File: src/rtl/icache_pkg.sv
// -----------------------------------------------------------------------------
// icache_pkg
// Geometry constants and refill FSM state type shared by the L1 instruction
// cache and its refill controller.
//   LINE_BYTES   : bytes per cache line (two 32-bit words)
//   WORD_BYTES   : bytes per memory read
//   OFFSET_BITS  : byte-offset bits inside a line
//   INDEX_BITS   : cache index width (16 lines)
//   TAG_BITS     : tag width for a 32-bit address
//   refill_state_t : refill controller states
// -----------------------------------------------------------------------------
package icache_pkg;

   localparam int LINE_BYTES  = 8;
   localparam int WORD_BYTES  = 4;
   localparam int OFFSET_BITS = 3;
   localparam int INDEX_BITS  = 4;
   localparam int TAG_BITS    = 32 - INDEX_BITS - OFFSET_BITS;

   typedef enum logic [2:0] {
      IDLE    = 3'd0,
      REQ_LO  = 3'd1,
      WAIT_LO = 3'd2,
      REQ_HI  = 3'd3,
      WAIT_HI = 3'd4,
      FILL    = 3'd5,
      DRAIN   = 3'd6
   } refill_state_t;

   // States in which the controller is waiting on the memory response path.
   function automatic logic is_wait_state(input refill_state_t s);
      return (s == WAIT_LO) || (s == WAIT_HI) || (s == DRAIN);
   endfunction

endpackage

File: src/rtl/icache_refill_ctrl_watchdog.sv
// -----------------------------------------------------------------------------
// refill_watchdog
// Cycle counter that bounds how long the refill controller may sit waiting for
// a memory response. Counts while 'active', restarts on every state change of
// the controller, and flags 'expired' on the LIMIT-th consecutive wait cycle.
// Ports:
//   clk      in  clock
//   reset    in  synchronous active-high reset
//   active   in  controller is in a wait state this cycle
//   restart  in  controller changes state on the coming edge
//   expired  out this is the LIMIT-th wait cycle in the current state
// -----------------------------------------------------------------------------
module refill_watchdog #(
   parameter int LIMIT = 256
) (
   input  logic clk,
   input  logic reset,
   input  logic active,
   input  logic restart,
   output logic expired
);

   localparam int CW = $clog2(LIMIT + 1);

   logic [CW-1:0] count;

   // NOTE: clocked state uses non-blocking assignments so every register
   // samples the pre-edge values of the others, exactly like the hardware.
   always_ff @(posedge clk) begin
      if (reset) begin
         count <= '0;
      end else if (restart || !active) begin
         count <= '0;
      end else begin
         count <= count + 1'b1;
      end
   end

   // count holds the number of earlier wait cycles, so LIMIT-1 marks the
   // LIMIT-th cycle; the controller leaves on that edge.
   assign expired = active && (count == CW'(LIMIT - 1));

endmodule

File: src/rtl/icache_refill_ctrl.sv
// -----------------------------------------------------------------------------
// icache_refill_ctrl
// Miss handler for the L1 instruction cache. On a fetch miss it latches the
// line base, reads the 8-byte line from memory as two 32-bit words (one
// request outstanding at a time), then strobes the cache write port for one
// cycle. Fetch is stalled from the miss until the refilled line hits.
// A flush abandons the refill; an already accepted request is drained so its
// response never reaches the cache.
//
// Optional feature: define ICACHE_REFILL_TIMEOUT_EN to add a watchdog that
// bounds every memory wait to TIMEOUT_CYCLES and sets a sticky refillError.
// Without it waits are unbounded and refillError is tied low.
//
// Ports:
//   clk, reset      clock, synchronous active-high reset
//   fetchAddress    PC presented to the cache
//   fetchValid      fetch request this cycle
//   cacheHit        L1 hit result for fetchAddress
//   flush           pipeline redirect, abandons any refill
//   fetchStall      hold PC (combinational)
//   memReqValid/Ready/Address   memory read request channel
//   memRespValid/Data           memory read response channel
//   writeCache      one-cycle fill strobe
//   writeIndex/Tag/Data         fill index, tag and {hiWord, loWord}
//   refillError     sticky watchdog error
// -----------------------------------------------------------------------------
module icache_refill_ctrl #(
   parameter int ADDR_WIDTH     = 32,
   parameter int INDEX_BITS     = icache_pkg::INDEX_BITS,
   parameter int TIMEOUT_CYCLES = 256
) (
   input  logic                                                    clk,
   input  logic                                                    reset,
   input  logic [ADDR_WIDTH-1:0]                                   fetchAddress,
   input  logic                                                    fetchValid,
   input  logic                                                    cacheHit,
   input  logic                                                    flush,
   output logic                                                    fetchStall,
   output logic                                                    memReqValid,
   input  logic                                                    memReqReady,
   output logic [ADDR_WIDTH-1:0]                                   memReqAddress,
   input  logic                                                    memRespValid,
   input  logic [31:0]                                             memRespData,
   output logic                                                    writeCache,
   output logic [INDEX_BITS-1:0]                                   writeIndex,
   output logic [ADDR_WIDTH-INDEX_BITS-icache_pkg::OFFSET_BITS-1:0] writeTag,
   output logic [63:0]                                             writeData,
   output logic                                                    refillError
);

   import icache_pkg::*;

   localparam int TAG_W = ADDR_WIDTH - INDEX_BITS - OFFSET_BITS;
   localparam logic [ADDR_WIDTH-1:0] OFFSET_MASK = ADDR_WIDTH'(LINE_BYTES - 1);
   localparam logic [ADDR_WIDTH-1:0] HI_OFFSET   = ADDR_WIDTH'(WORD_BYTES);

   refill_state_t         state;
   refill_state_t         state_next;
   logic [ADDR_WIDTH-1:0] line_base;
   logic [31:0]           lo_word;
   logic [31:0]           hi_word;
   logic                  miss;
   logic                  latch_base;
   logic                  capture_lo;
   logic                  capture_hi;
   logic                  timeout;

   assign miss       = fetchValid & ~cacheHit;
   assign fetchStall = (state != IDLE) | miss;

   // ---------------------------------------------------------------------------
   // Next-state logic. flush outranks every normal transition; a response in
   // the same cycle as the flush still counts as consumed, so the channel is
   // left idle. A response beats the watchdog in the same cycle.
   // ---------------------------------------------------------------------------
   // NOTE: every output of a combinational block gets a default first; a path
   // that leaves one unassigned would infer a latch.
   always_comb begin
      state_next = state;
      latch_base = 1'b0;
      capture_lo = 1'b0;
      capture_hi = 1'b0;
      unique case (state)
         IDLE: begin
            if (miss && !flush) begin
               latch_base = 1'b1;
               state_next = REQ_LO;
            end
         end
         REQ_LO: begin
            if (flush)            state_next = memReqReady ? DRAIN : IDLE;
            else if (memReqReady) state_next = WAIT_LO;
         end
         WAIT_LO: begin
            if (flush) begin
               state_next = memRespValid ? IDLE : DRAIN;
            end else if (memRespValid) begin
               capture_lo = 1'b1;
               state_next = REQ_HI;
            end else if (timeout) begin
               state_next = IDLE;
            end
         end
         REQ_HI: begin
            if (flush)            state_next = memReqReady ? DRAIN : IDLE;
            else if (memReqReady) state_next = WAIT_HI;
         end
         WAIT_HI: begin
            if (flush) begin
               state_next = memRespValid ? IDLE : DRAIN;
            end else if (memRespValid) begin
               capture_hi = 1'b1;
               state_next = FILL;
            end else if (timeout) begin
               state_next = IDLE;
            end
         end
         // The line is complete, so the write goes out even if flush is high.
         FILL: state_next = IDLE;
         // Only the response of the abandoned request is awaited here.
         DRAIN: begin
            if (memRespValid || timeout) state_next = IDLE;
         end
         default: state_next = IDLE;
      endcase
   end

   // ---------------------------------------------------------------------------
   // Outputs decoded from state. Address and fill fields are zero whenever
   // their strobe is low so idle buses stay quiet.
   // ---------------------------------------------------------------------------
   always_comb begin
      memReqValid   = 1'b0;
      memReqAddress = '0;
      writeCache    = 1'b0;
      writeIndex    = '0;
      writeTag      = '0;
      writeData     = '0;
      case (state)
         REQ_LO: begin
            memReqValid   = 1'b1;
            memReqAddress = line_base;
         end
         REQ_HI: begin
            memReqValid   = 1'b1;
            memReqAddress = line_base + HI_OFFSET;
         end
         FILL: begin
            writeCache = 1'b1;
            writeIndex = line_base[OFFSET_BITS +: INDEX_BITS];
            writeTag   = line_base[ADDR_WIDTH-1 -: TAG_W];
            writeData  = {hi_word, lo_word};
         end
         default: ;
      endcase
   end

   // ---------------------------------------------------------------------------
   // State and datapath registers. lineBase is latched once per miss, so PC
   // changes during the refill cannot disturb the request addresses.
   // ---------------------------------------------------------------------------
   // NOTE: the line-base and data words are reset as well; they are only a few
   // flops and this keeps the fill fields at a known value straight out of reset.
   always_ff @(posedge clk) begin
      if (reset) begin
         state     <= IDLE;
         line_base <= '0;
         lo_word   <= '0;
         hi_word   <= '0;
      end else begin
         state <= state_next;
         if (latch_base) line_base <= fetchAddress & ~OFFSET_MASK;
         if (capture_lo) lo_word   <= memRespData;
         if (capture_hi) hi_word   <= memRespData;
      end
   end

   // ---------------------------------------------------------------------------
   // Optional wait watchdog.
   // ---------------------------------------------------------------------------
`ifdef ICACHE_REFILL_TIMEOUT_EN
   logic error_q;
   logic timeout_taken;

   refill_watchdog #(
      .LIMIT   (TIMEOUT_CYCLES)
   ) u_watchdog (
      .clk     (clk),
      .reset   (reset),
      .active  (is_wait_state(state)),
      .restart (state_next != state),
      .expired (timeout)
   );

   // The error is recorded only when the watchdog itself ended the wait, not
   // when a response or a flush arrived in the same cycle.
   assign timeout_taken = timeout & ~memRespValid & (state_next == IDLE);

   always_ff @(posedge clk) begin
      if (reset)              error_q <= 1'b0;
      else if (timeout_taken) error_q <= 1'b1;
   end

   assign refillError = error_q;
`else
   assign timeout     = 1'b0;
   assign refillError = 1'b0;
`endif

endmodule

File: config.mk
export PLATFORM = sky130hd
export DESIGN_NAME = icache_refill_ctrl
export DESIGN_NICKNAME = d
export VERILOG_FILES = /design/src/rtl/icache_pkg.sv /design/src/rtl/icache_refill_ctrl_watchdog.sv /design/src/rtl/icache_refill_ctrl.sv
export SDC_FILE = /design/constraint.sdc
export NUM_CORES = 1
export LEC_CHECK = 0
export BUFFER_PORTS_ARGS = -buffer_cell sky130_fd_sc_hd__buf_2
export CAP_MARGIN = 20
export CORE_ASPECT_RATIO = 0.8
export CORE_MARGIN = 2
export CORE_UTILIZATION = 47
export DETAILED_ROUTE_END_ITERATION = 7
export PLACE_DENSITY_LB_ADDON = 0.2
export SLEW_MARGIN = 0
export SYNTH_ARGS = -nofsm -noshare
export SYNTH_HDL_FRONTEND = slang
export SYNTH_SLANG_ARGS = --single-unit
File: constraint.sdc
create_clock -name clk -period 1.9 [get_ports clk]
set_input_delay 0.095 -clock clk [delete_from_list [all_inputs] [get_ports clk]]
set_output_delay 0.095 -clock clk [all_outputs]
set_load 0.02 [all_outputs]
==> report_table.html <==
<table>
<tr><th>Metric</th><th>Value</th></tr>
<tr><th colspan="2">Outcome</th></tr>
<tr><td>Outcome</td><td>finished, final reports clean</td></tr>
<tr><th colspan="2">Die</th></tr>
<tr><td>Initial cell density of the core</td><td>0.483</td></tr>
<tr><td>Area of the core</td><td>9080 µm²</td></tr>
<tr><td>Die area</td><td>10100 µm²</td></tr>
<tr><td>Row Count</td><td>31</td></tr>
<tr><td>Die width</td><td>112 µm</td></tr>
<tr><td>Vertical extent of the die</td><td>90.4 µm</td></tr>
<tr><td>Top-level I/O count</td><td>200</td></tr>
<tr><th colspan="2">Setup path</th></tr>
<tr><td>Critical path type</td><td>register to output pin</td></tr>
<tr><td>Arrival time at the worst endpoint</td><td>1.73 ns</td></tr>
<tr><td>Maximum fanout along the worst path</td><td>15</td></tr>
<tr><td>Type of destination of the critical path</td><td>output pin</td></tr>
<tr><td>Reg2reg setup slack</td><td>0.15 ns</td></tr>
<tr><td>Worst endpoint required time</td><td>1.80 ns</td></tr>
<tr><td>Critical Path Start Type</td><td>register</td></tr>
<tr><td>Reg-to-reg startpoint</td><td>state[1]</td></tr>
<tr><td>Startpoint of the most critical setup path</td><td>state[1]</td></tr>
<tr><th colspan="2">Synth</th></tr>
<tr><td>Top-area cell type share of the netlist area</td><td>0.438</td></tr>
<tr><td>Mapped cell area</td><td>4390 µm²</td></tr>
<tr><td>Register area share after synthesis</td><td>0.438</td></tr>
<tr><td>Synthesized instance count</td><td>600</td></tr>
<tr><td>Number of register bits inferred by synthesis</td><td>96</td></tr>
<tr><td>Largest area contributor in the netlist</td><td>dfxtp_1</td></tr>
<tr><td>Number of warnings issued by yosys</td><td>0</td></tr>
<tr><td>Syn Area/Cell</td><td>7.31 µm²</td></tr>
<tr><td>Number of library cell types mapped by synthesis</td><td>31</td></tr>
<tr><td>Largest cells by area after synthesis</td><td>dfxtp_1 (44%), and2_1 (18%), nand2_1 (16%)</td></tr>
<tr><th colspan="2">Power and ir drop</th></tr>
<tr><td>Power density normalized to cell area</td><td>832 nW/µm²</td></tr>
<tr><td>Worst IR drop on VDD</td><td>0.507 mV</td></tr>
<tr><td>Static leakage</td><td>2.84 nW</td></tr>
<tr><th colspan="2">Global routing</th></tr>
<tr><td>Vias in the first global route</td><td>4248</td></tr>
<tr><td>Global route overflow</td><td>0</td></tr>
<tr><td>Antenna violations before repair</td><td>0</td></tr>
<tr><td>Combined global-route utilization of all metal layers</td><td>0.229</td></tr>
<tr><td>Pin count of the biggest net entering global routing</td><td>66</td></tr>
<tr><td>Global-route wire length before repair</td><td>19.4 mm</td></tr>
<tr><th colspan="2">STA</th></tr>
<tr><td>Final period demand of the worst path</td><td>1.83 ns</td></tr>
<tr><td>Fmax achieved</td><td>547 MHz</td></tr>
<tr><td>Setup-violating endpoint count in the final report</td><td>0</td></tr>
<tr><td>Final period utilization</td><td>0.963</td></tr>
<tr><td>Hold Slack</td><td>0.00720 ns</td></tr>
<tr><td>Final total negative setup slack</td><td>0 ns</td></tr>
<tr><td>Post-Route Skew</td><td>0.00951 ns</td></tr>
<tr><td>Pin slew with the least headroom to its limit</td><td>0.673 ns</td></tr>
<tr><td>Relative slew slack</td><td>0.551</td></tr>
<tr><td>Hold Vio Cnt, Final</td><td>0</td></tr>
<tr><td>Fin. max-slew vios</td><td>0</td></tr>
<tr><th colspan="2">Drt</th></tr>
<tr><td>Number of nets with antenna violations after detailed routing</td><td>0</td></tr>
<tr><td>Total DRC errors in the routed layout</td><td>0</td></tr>
<tr><td>Number of iterations in the first detailed-routing pass</td><td>5</td></tr>
<tr><td>Avg WL per Cell</td><td>13.9 µm</td></tr>
<tr><td>First-iteration detailed-routing DRC count</td><td>316</td></tr>
<tr><td>Number of vias per cell</td><td>4.94</td></tr>
<tr><td>Via Count</td><td>4564</td></tr>
<tr><td>Total detailed-routing wirelength</td><td>12.8 mm</td></tr>
<tr><th colspan="2">Cells and area</th></tr>
<tr><td>Diode insertion count for antenna repair</td><td>0</td></tr>
<tr><td>Most frequent cells in the layout</td><td>nand2_1 (189), buf_2 (183), and2_1 (124)</td></tr>
<tr><td>Final design instance area without fill</td><td>6270 µm²</td></tr>
<tr><td>Area overhead of the layout relative to synthesis</td><td>42.9%</td></tr>
<tr><td>Post-layout utilization of the core</td><td>0.691</td></tr>
<tr><td>Final-stage net count</td><td>875</td></tr>
<tr><td>Commonest non-fill, non-tap cell in the layout</td><td>nand2_1</td></tr>
<tr><td>Fraction of layout instances using a drive strength above 1</td><td>0.290</td></tr>
<tr><th colspan="2">Placement</th></tr>
<tr><td>Buffers added on ports</td><td>193</td></tr>
<tr><td>Standard cell area after detailed placement</td><td>5460 µm²</td></tr>
<tr><td>Detailed Place HPWL</td><td>7.89 mm</td></tr>
<tr><td>RePlAce Congestion</td><td>0.856</td></tr>
<tr><th colspan="2">CTS</th></tr>
<tr><td>Number of clock buffers inserted by TritonCTS</td><td>9</td></tr>
<tr><td>Root Driver</td><td>clkbuf_16</td></tr>
<tr><td>CTS tree</td><td>built</td></tr>
<tr><td>CTS H-Tree Depth</td><td>3</td></tr>
<tr><td>Clk_lat worst skew</td><td>0.33 ns</td></tr>
<tr><td>Number of buffers on the longest clock path</td><td>2</td></tr>
<tr><td>Count of clock tree sinks</td><td>96</td></tr>
<tr><td>Register clock-pin slew on the reported worst setup and hold paths</td><td>0.07 ns</td></tr>
<tr><th colspan="2">Run</th></tr>
<tr><td>Max cap viols</td><td>0</td></tr>
<tr><th colspan="2">Worst hold path</th></tr>
<tr><td>Hold path startpoint</td><td>memRespData[8]</td></tr>
<tr><td>Hold Path Class</td><td>input pin to register</td></tr>
</table>
==> timing repair <==
action                                  4_1_cts  5_1_grt
endpoints found under the hold margin        27        2
resized for setup                             0       18
hold buffers                                 27        2
endpoints found under the setup margin        0       90
buffers inserted                              0        1
==> worst max-delay path, cell delays in order, from the launching register on <==
cell and delay [ns]:
dfxtp_1 0.32, buf_6 0.15, nand2b_4 0.15, nor2_4 0.17, buf_12 0.16, clkbuf_16 0.16, and2_1 0.13, buf_2 0.16
==> layer usage <==
metal / vias to the layer above / GRT usage / share of wire
li1: 2303 / - / -
met1: 2120 / 0.285 / 0.43
met2: 135 / 0.401 / 0.50
met3: 6 / 0.0557 / 0.064
met4: 0 / 0.0528 / 0.0066
met5: - / 0 / 0
==> sequential cells by signal, summed over array words and instances (netlist names) <==
name	count
hi_word	32
line_base	29
lo_word	32
state	3
==> Yosys cell counts <==
library cell and number:
a21oi_1 97, a221o_1 1, a32oi_1 1, and2_1 124, and3_1 1, and4_1 1
buf_1 2, buf_2 3, buf_4 4, buf_6 2, clkbuf_1 42, conb_1 1
dfxtp_1 96, inv_1 2, nand2_1 189, nand2b_1 4, nand3_1 1, nand4_1 1
nor2_1 6, nor2b_1 3, nor3_1 5, nor3_2 1, nor3b_1 1, o21a_1 1
o21ai_0 2, o22a_1 1, o22ai_1 3, o32a_1 2, o41a_1 1, or3_1 1
or4b_4 1
==> final cells by class <==
class / count / area [µm²]
clock buffer: 10 / 239
multi-input combinational: 451 / 2250
tap: 115 / 144
sequential: 96 / 1920
timing repair buffer: 244 / 1610
clock inverter: 6 / 90.1
fill: 771 / 2810
inverter: 2 / 7.51
==> worst paths after layout <==
kind | endpoint | cells past startpoint
hold reg to reg | hi_word[23] | 2
setup / recovery | writeData[40] | 7
hold / removal | lo_word[8] | 3
setup reg to reg | line_base[19] | 5
==> where the power goes <==
part           switching [mW]  total (mW)  internal (mW)
Sequential             0.0829        2.24           2.16
Combinational           0.590        1.02          0.432
Clock                   0.758        1.95           1.19
==> metrics by stage <==
step	cells	power (mW)	worst slack, ns
2_1_floorplan	602	2.84	0.181
4_1_cts	915	5.16	0.0309
6_report	924	5.21	0.0706
3_5_place_dp	872	3.16	0.160
5_1_grt	924	5.46	-0.0112
3_3_place_gp	872	3.12	0.200
==> kinds of logic after synthesis <==
logic type             Yosys count  share of synthesized area
and+or+nand+nor                339                      0.374
AOI/OAI and AO/OA              109                      0.132
DFF                             96                      0.438
buffers and inverters           55                     0.0548
other                            1                   0.000855
No activity file was read; power rests on OpenSTA's default activity.
